File: config.mk
export PLATFORM = sky130hd
export DESIGN_NAME = smtoc2_serial
export DESIGN_NICKNAME = d
export VERILOG_FILES = /design/src/rtl/smtoc2_serial.sv
export SDC_FILE = /design/constraint.sdc
export NUM_CORES = 1
export LEC_CHECK = 0
export CORE_MARGIN = 2
export CORE_UTILIZATION = 40
export CTS_CLUSTER_DIAMETER = 80
export DETAILED_ROUTE_END_ITERATION = 16
export GPL_TIMING_DRIVEN = 0
export PLACE_DENSITY = 0.66
export REMOVE_ABC_BUFFERS = 1
export SYNTH_ARGS = -nofsm -noshare
export SYNTH_HDL_FRONTEND = slang
export SYNTH_SLANG_ARGS = --single-unit
File: constraint.sdc
create_clock -name clk -period 3.3 [get_ports clk]
set_input_delay 0.66 -clock clk [delete_from_list [all_inputs] [get_ports clk]]
set_output_delay 0.66 -clock clk [all_outputs]
set_load 0.1 [all_outputs]
File: src/rtl/smtoc2_serial.sv
// Bit-serial sign-magnitude to two's-complement converter. One word per start,
// magnitude walked LSB-first, negatives negated with the copy-to-first-one rule.
module smtoc2_serial #(
  parameter int WIDTH = 8
) (
  input  logic             clk,
  input  logic             rst,
  input  logic             start,
  input  logic [WIDTH-1:0] sm_in,
  output logic             busy,
  output logic             done,
  output logic [WIDTH-1:0] c2_out,
  output logic             neg_zero
);

  localparam int CNT_W = (WIDTH > 2) ? $clog2(WIDTH) : 1;
  localparam logic [CNT_W-1:0] LAST_BIT = CNT_W'(WIDTH - 2);

  typedef enum logic [1:0] {
    S_IDLE,
    S_SHIFT,
    S_DONE
  } state_t;

  state_t           r_state;
  state_t           w_state_nxt;
  logic             r_sign;
  logic             r_seen;
  logic [WIDTH-2:0] r_mag;
  logic [WIDTH-2:0] r_res;
  logic [CNT_W-1:0] r_cnt;
  logic [WIDTH-1:0] r_c2;
  logic             r_negz;

  logic             w_bit;
  logic             w_out_bit;
  logic             w_seen_nxt;
  logic [WIDTH-1:0] w_res_ext;
  logic [WIDTH-2:0] w_res_nxt;
  logic             w_last;

  // Serial negate: once a 1 has passed, every later magnitude bit is inverted.
  assign w_bit      = r_mag[0];
  assign w_out_bit  = (r_sign & r_seen) ? ~w_bit : w_bit;
  assign w_seen_nxt = r_seen | w_bit;
  assign w_res_ext  = {w_out_bit, r_res};
  assign w_res_nxt  = w_res_ext[WIDTH-1:1];
  assign w_last     = (r_cnt == LAST_BIT);

  always_comb begin
    w_state_nxt = r_state;
    busy        = 1'b0;
    done        = 1'b0;
    case (r_state)
      S_IDLE: begin
        if (start) w_state_nxt = S_SHIFT;
      end
      S_SHIFT: begin
        busy = 1'b1;
        if (w_last) w_state_nxt = S_DONE;
      end
      S_DONE: begin
        done        = 1'b1;
        w_state_nxt = S_IDLE;
      end
      default: w_state_nxt = S_IDLE;
    endcase
  end

  always_ff @(posedge clk) begin
    if (rst) begin
      r_state <= S_IDLE;
      r_sign  <= 1'b0;
      r_seen  <= 1'b0;
      r_mag   <= '0;
      r_res   <= '0;
      r_cnt   <= '0;
      r_c2    <= '0;
      r_negz  <= 1'b0;
    end else begin
      r_state <= w_state_nxt;
      case (r_state)
        S_IDLE: begin
          if (start) begin
            r_sign <= sm_in[WIDTH-1];
            r_mag  <= sm_in[WIDTH-2:0];
            r_seen <= 1'b0;
            r_res  <= '0;
            r_cnt  <= '0;
          end
        end
        S_SHIFT: begin
          r_mag  <= r_mag >> 1;
          r_res  <= w_res_nxt;
          r_seen <= w_seen_nxt;
          r_cnt  <= r_cnt + 1'b1;
          // Sign bit of the result is 1 only for a nonzero negative magnitude.
          if (w_last) begin
            r_c2   <= {r_sign & w_seen_nxt, w_res_nxt};
            r_negz <= r_sign & ~w_seen_nxt;
          end
        end
        default: ;
      endcase
    end
  end

  assign c2_out   = r_c2;
  assign neg_zero = r_negz;

endmodule
### After elaboration in Yosys (flattened, before gate mapping)

Index checks and enable logic that the tools add are counted.
W data, S select, Z words.

| cells by class | value |
|---|---|
| muxes and demuxes | 14 |
| bitwise logic cells | 6 |
| reductions and logical operators | 6 |
| eq/ne operators | 5 |
| $add $sub $neg | 1 |

Operator list:

| kind | count |
|---|---|
| $pmux W7 S2 | 2 |
| $mux W7 | 2 |
| $reduce_and A2 Y1 | 4 |
| $pmux W3 S2 | 1 |
| $mux W1 | 4 |
| $mux W2 | 2 |
| $ne A2 B2 Y1 const B | 2 |
| $pmux W2 S2 | 1 |
| $add A3 B1 Y3 const B | 1 |
| $and A1 B1 Y1 | 3 |
| $eq A3 B3 Y1 const B | 1 |
| $mux W3 | 1 |
| $eq A2 B1 Y1 const B | 1 |
| $eq A2 B2 Y1 const B | 1 |
| $logic_not A2 Y1 | 1 |
| $not A1 Y1 | 2 |
| $pmux W1 S2 | 1 |
| $reduce_bool A2 Y1 | 1 |
| $or A1 B1 Y1 | 1 |

| storage, ports and cells | value |
|---|---|
| bits of input ports | 11 |
| logic and storage cells | 40 |
| output and inout bits | 11 |
| flip-flop bits (word level) | 30 |

### Longest topological paths before layout

| logic depth | value |
|---|---|
| word-level depth | 3 |
| mapped depth | 6 |

### Worst setup path before layout

No wires, ideal clock.

| timing path | value |
|---|---|
| kind | register -> output |
| from | register r_state[0] |
| to | output port done |
| stages on the path, launching flop included | 4 |
| data arrival time | 1.950 ns |
| path buffers | 2 |
| data required time | 2.640 ns |
| path slack | 0.690 ns |
| path through | dfxtp_1 > buf_4 > buf_4 > nor2b_1 |

| on the way | value |
|---|---|
| cells in the longest elaborated chain, start to end | 2 |

RTL lines:

| element | RTL line | source |
|---|---|---|
| start, declared | 25 | `state_t r_state;` |
| start signal, assigned | 81 | `r_state <= w_state_nxt;` |
| $eq A2 B2 Y1 | 54 | `case (r_state)` |
| $mux W1 | 54 |  |
| end, declared | 11 | `output logic done,` |

No other way between the ends.

### Worst setup path in the final report

| timing path | value |
|---|---|
| from | register r_state[0] |
| to | output port busy |

| on the way | value |
|---|---|
| cells in the longest elaborated chain, start to end | 2 |

RTL lines:

| element | RTL line | source |
|---|---|---|
| $eq A2 B1 Y1 | 54 |  |
| $mux W1 | 54 |  |
| end, declared | 10 | `output logic busy,` |

No other way between the ends.

==> summary.md <==
| Metric | Value |
|---|---|
| #FFs+latches synth | 29 |
| Post-synthesis simple-gate area fraction | 18.28% |
| N_diodes | 0 |
| Initial Util | around 43% |
| PD cells | around 470 mW/mm^2 |
| Initial antenna violation count | 0 |
| # hold bufs at CTS | 0 |
| FMAX | between 300 and 400 MHz |
| Final Skew | 0.006676 ns |
| Worst skew pair latency | 0.32 ns |
| Hold Startpoint | c2_out[1] |
| CP endpoint kind | output port |
| Most frequent cell after synthesis | dfxtp_1 |
| DRT Pass-1 Iters | 4 |
| CTS Sinks | 29 |
| Die area | between 0.003 and 0.004 sq mm |
| Post-DP HPWL | around 1500 microns |
| Final Util | between 50 and 60% |
| Setup Crit Path Kind | flip-flop to output port |
| Layout cells sized above 1 | 7.383% |
| Rows | 19 |
| Final-stage net count | 161 |
| CTS root buf | clkbuf_4 |
| Mapped cell area | ~0.0012 sq mm |
| Critical Path Source | r_state[0] |
| Area fraction in compound gates after synthesis | 18.59% |
| Avg Cell Area, Syn | 9.306 sq um |
| Commonest cells in the synthesized netlist | dfxtp_1, nor2_1, nand2_1 |
| Yosys cell types | 30 |
| Worst Path Max Fanout | 18 |
| Final ANT Viol Nets | 0 |
| Worst R2R Start | r_state[0] |
| Run status | finished clean |
| Synth Area in Adders | 2.101% |
| Clock Pin Slew Worst Setup and Hold Paths | around 0.080 ns |
| DRC viols | 0 |
| Post-synthesis sequential area ratio | between 40% and 50% |
| Setup TNS | 0 ns |
| Instance count of the mapped netlist | approximately 130 |
| Slew margin rel. | a little under a third |
| First-pass GRT wire length | 3767 microns |
| Leak | about 0.00053 uW |
| Final WL | 2223 microns |
| Die Y | ~60 microns |
| Arrival time worst endpoint | ~2.4 ns |
| DR vias/cell | about 5.4 |
| Warnings from Yosys | 0 |
| Gr usage total | 14.96% |
| PortBufs | 21 |
| Final setup violation count | 0 |
| Maximum clock path buffer count | 2 |
| Tightest Hold Check Type | flip-flop to flip-flop |
| Area leader, netlist | dfxtp_1 |
| P&R area growth vs syn | 21.95% |
| Ys async rst share | 0% |
| Initial drt markers | 25 |
| Final Max Slew Viols | 0 |
| Crit path time final | 3.083 ns |
| Die width | 58.57 microns |
| Worst Tran Pin Value | 1.030 ns |
| Critical Path RT | 2.64 ns |
| Max-cap viol count | 0 |
| Peak VDD IR | 284.2 uV |
| Startpoint types | flip-flop |
| Final count of hold timing violations | 0 |
| Main synth FF type | dfxtp_1 |
| GRT overflow | 0 |
| RSZ-0062 raised after global routing | no |
| Largest family of logic cells by synthesized area | compound AO/OA/AOI/OAI gates |
| Top Ports | 22 |
| Final period util | 93.43% |
| Vias | 975 |
| CTS tree | yes |
| Wire per inst | 12.35 microns |
| H-tree Lvls | 2 |
| Vias in the first global route | between 900 and 1000 |
| EDFF count, synth | 0 |
| Synth top area cells | dfxtp_1, mux2i_1, nor2_1, a211oi_1, nand2_1 |
| GPL Wtd Cong | 0.6746 |
| Synth Area in XOR/XNOR | 0.7353% |
| Post-synth top area share | about half |
| Largest net degree at the start of global routing | 31 |
| Total CTS buffers | 5 |
| Core Area | about 0.0028 sq mm |
| Fraction of synthesized area in multiplexers | approximately 6% |
[cell usage in the layout, fill, tap and decap left out, types with 2 or more instances in the layout]
master           instances
dfxtp_1                 29
clkdlybuf4s50_1         20
nor2_1                  18
nand2_1                 16
a21oi_1                 10
a211oi_1                 8
mux2i_1                  7
a22oi_1                  5
clkbuf_4                 5
nand3b_1                 4
o21ai_0                  3
nor2b_1                  2
ha_1                     2
clkbuf_8                 2
[power by group]
group | switching, uW | leakage (uW) | total [uW] | internal, uW
clock network | 123 | 0.0000413 | 247 | 123
registers | 13.0 | 0.000236 | 375 | 361
logic | 32.5 | 0.000249 | 62.4 | 29.9
total | 169 | 0.000527 | 683 | 515
[logic make-up after synthesis]
logic type / after synthesis
compound gates: 32
simple gates: 46
flops: 29
fa+ha+maj: 2
buf+inv: 11
xor+xnor: 1
mux: 7
[critical path, cell delays in order, from the launching register on]
cell and delay (ns):
dfxtp_1 0.81, nand2b_1 0.20, clkinv_1 0.20, dlygate4sd2_1 0.88
[flip-flops by register name (all words and copies together) (netlist names)]
signal    cells
r_mag         7
r_sign        1
c2_out        8
r_cnt         3
r_res         6
neg_zero      1
r_seen        1
r_state       2
[what timing repair did]
action / 4_1_cts / 5_1_grt
gates resized for setup: 1 / 0
buffers inserted: 0 / 0
endpoints found under the setup margin: 1 / 0
[final cells by class]
cell class                      count  area [sq um]
Inverter                            3         11.26
Timing Repair Buffer               21         209.0
Fill cell                         276          1329
Sequential cell                    29         580.6
Clock buffer                        7         65.06
Clock inverter                      1         5.005
Multi-Input combinational cell     88         543.0
Tap cell                           31         38.79
[final timing paths]
kind / endpoint / slack (ns) / depth (start not counted)
worst max-delay path: busy / 0.22 / 3
worst min register to register: c2_out[1] / 0.46 / 2
worst min-delay path: c2_out[1] / 0.46 / 2
worst max register to register: c2_out[0] / 1.55 / 3
[stage by stage]
stage	total power (uW)	hold slack [ns]	std cells	area, sq um	worst slack [ns]
after floorplan	417.7	0.4255	120	1135	0.7585
after global placement	444.0	0.4408	172	1384	0.2899
after detailed placement	446.5	0.4476	172	1384	0.2798
after CTS	693.8	0.4602	180	1453	0.1908
after global routing	718.8	0.4775	180	1453	0.05494
final	683.5	0.4565	180	1453	0.2168
[layer usage]
layer  global-route usage (%)  share of wire (%)  vias up
met5                        0                  0        -
met4                    8.766                1.4        0
met3                    5.275                5.5        5
met2                    25.04                 47       28
met1                    16.30                 46      453
li1                         -                  -      489
(Power assumes the default switching activity.)
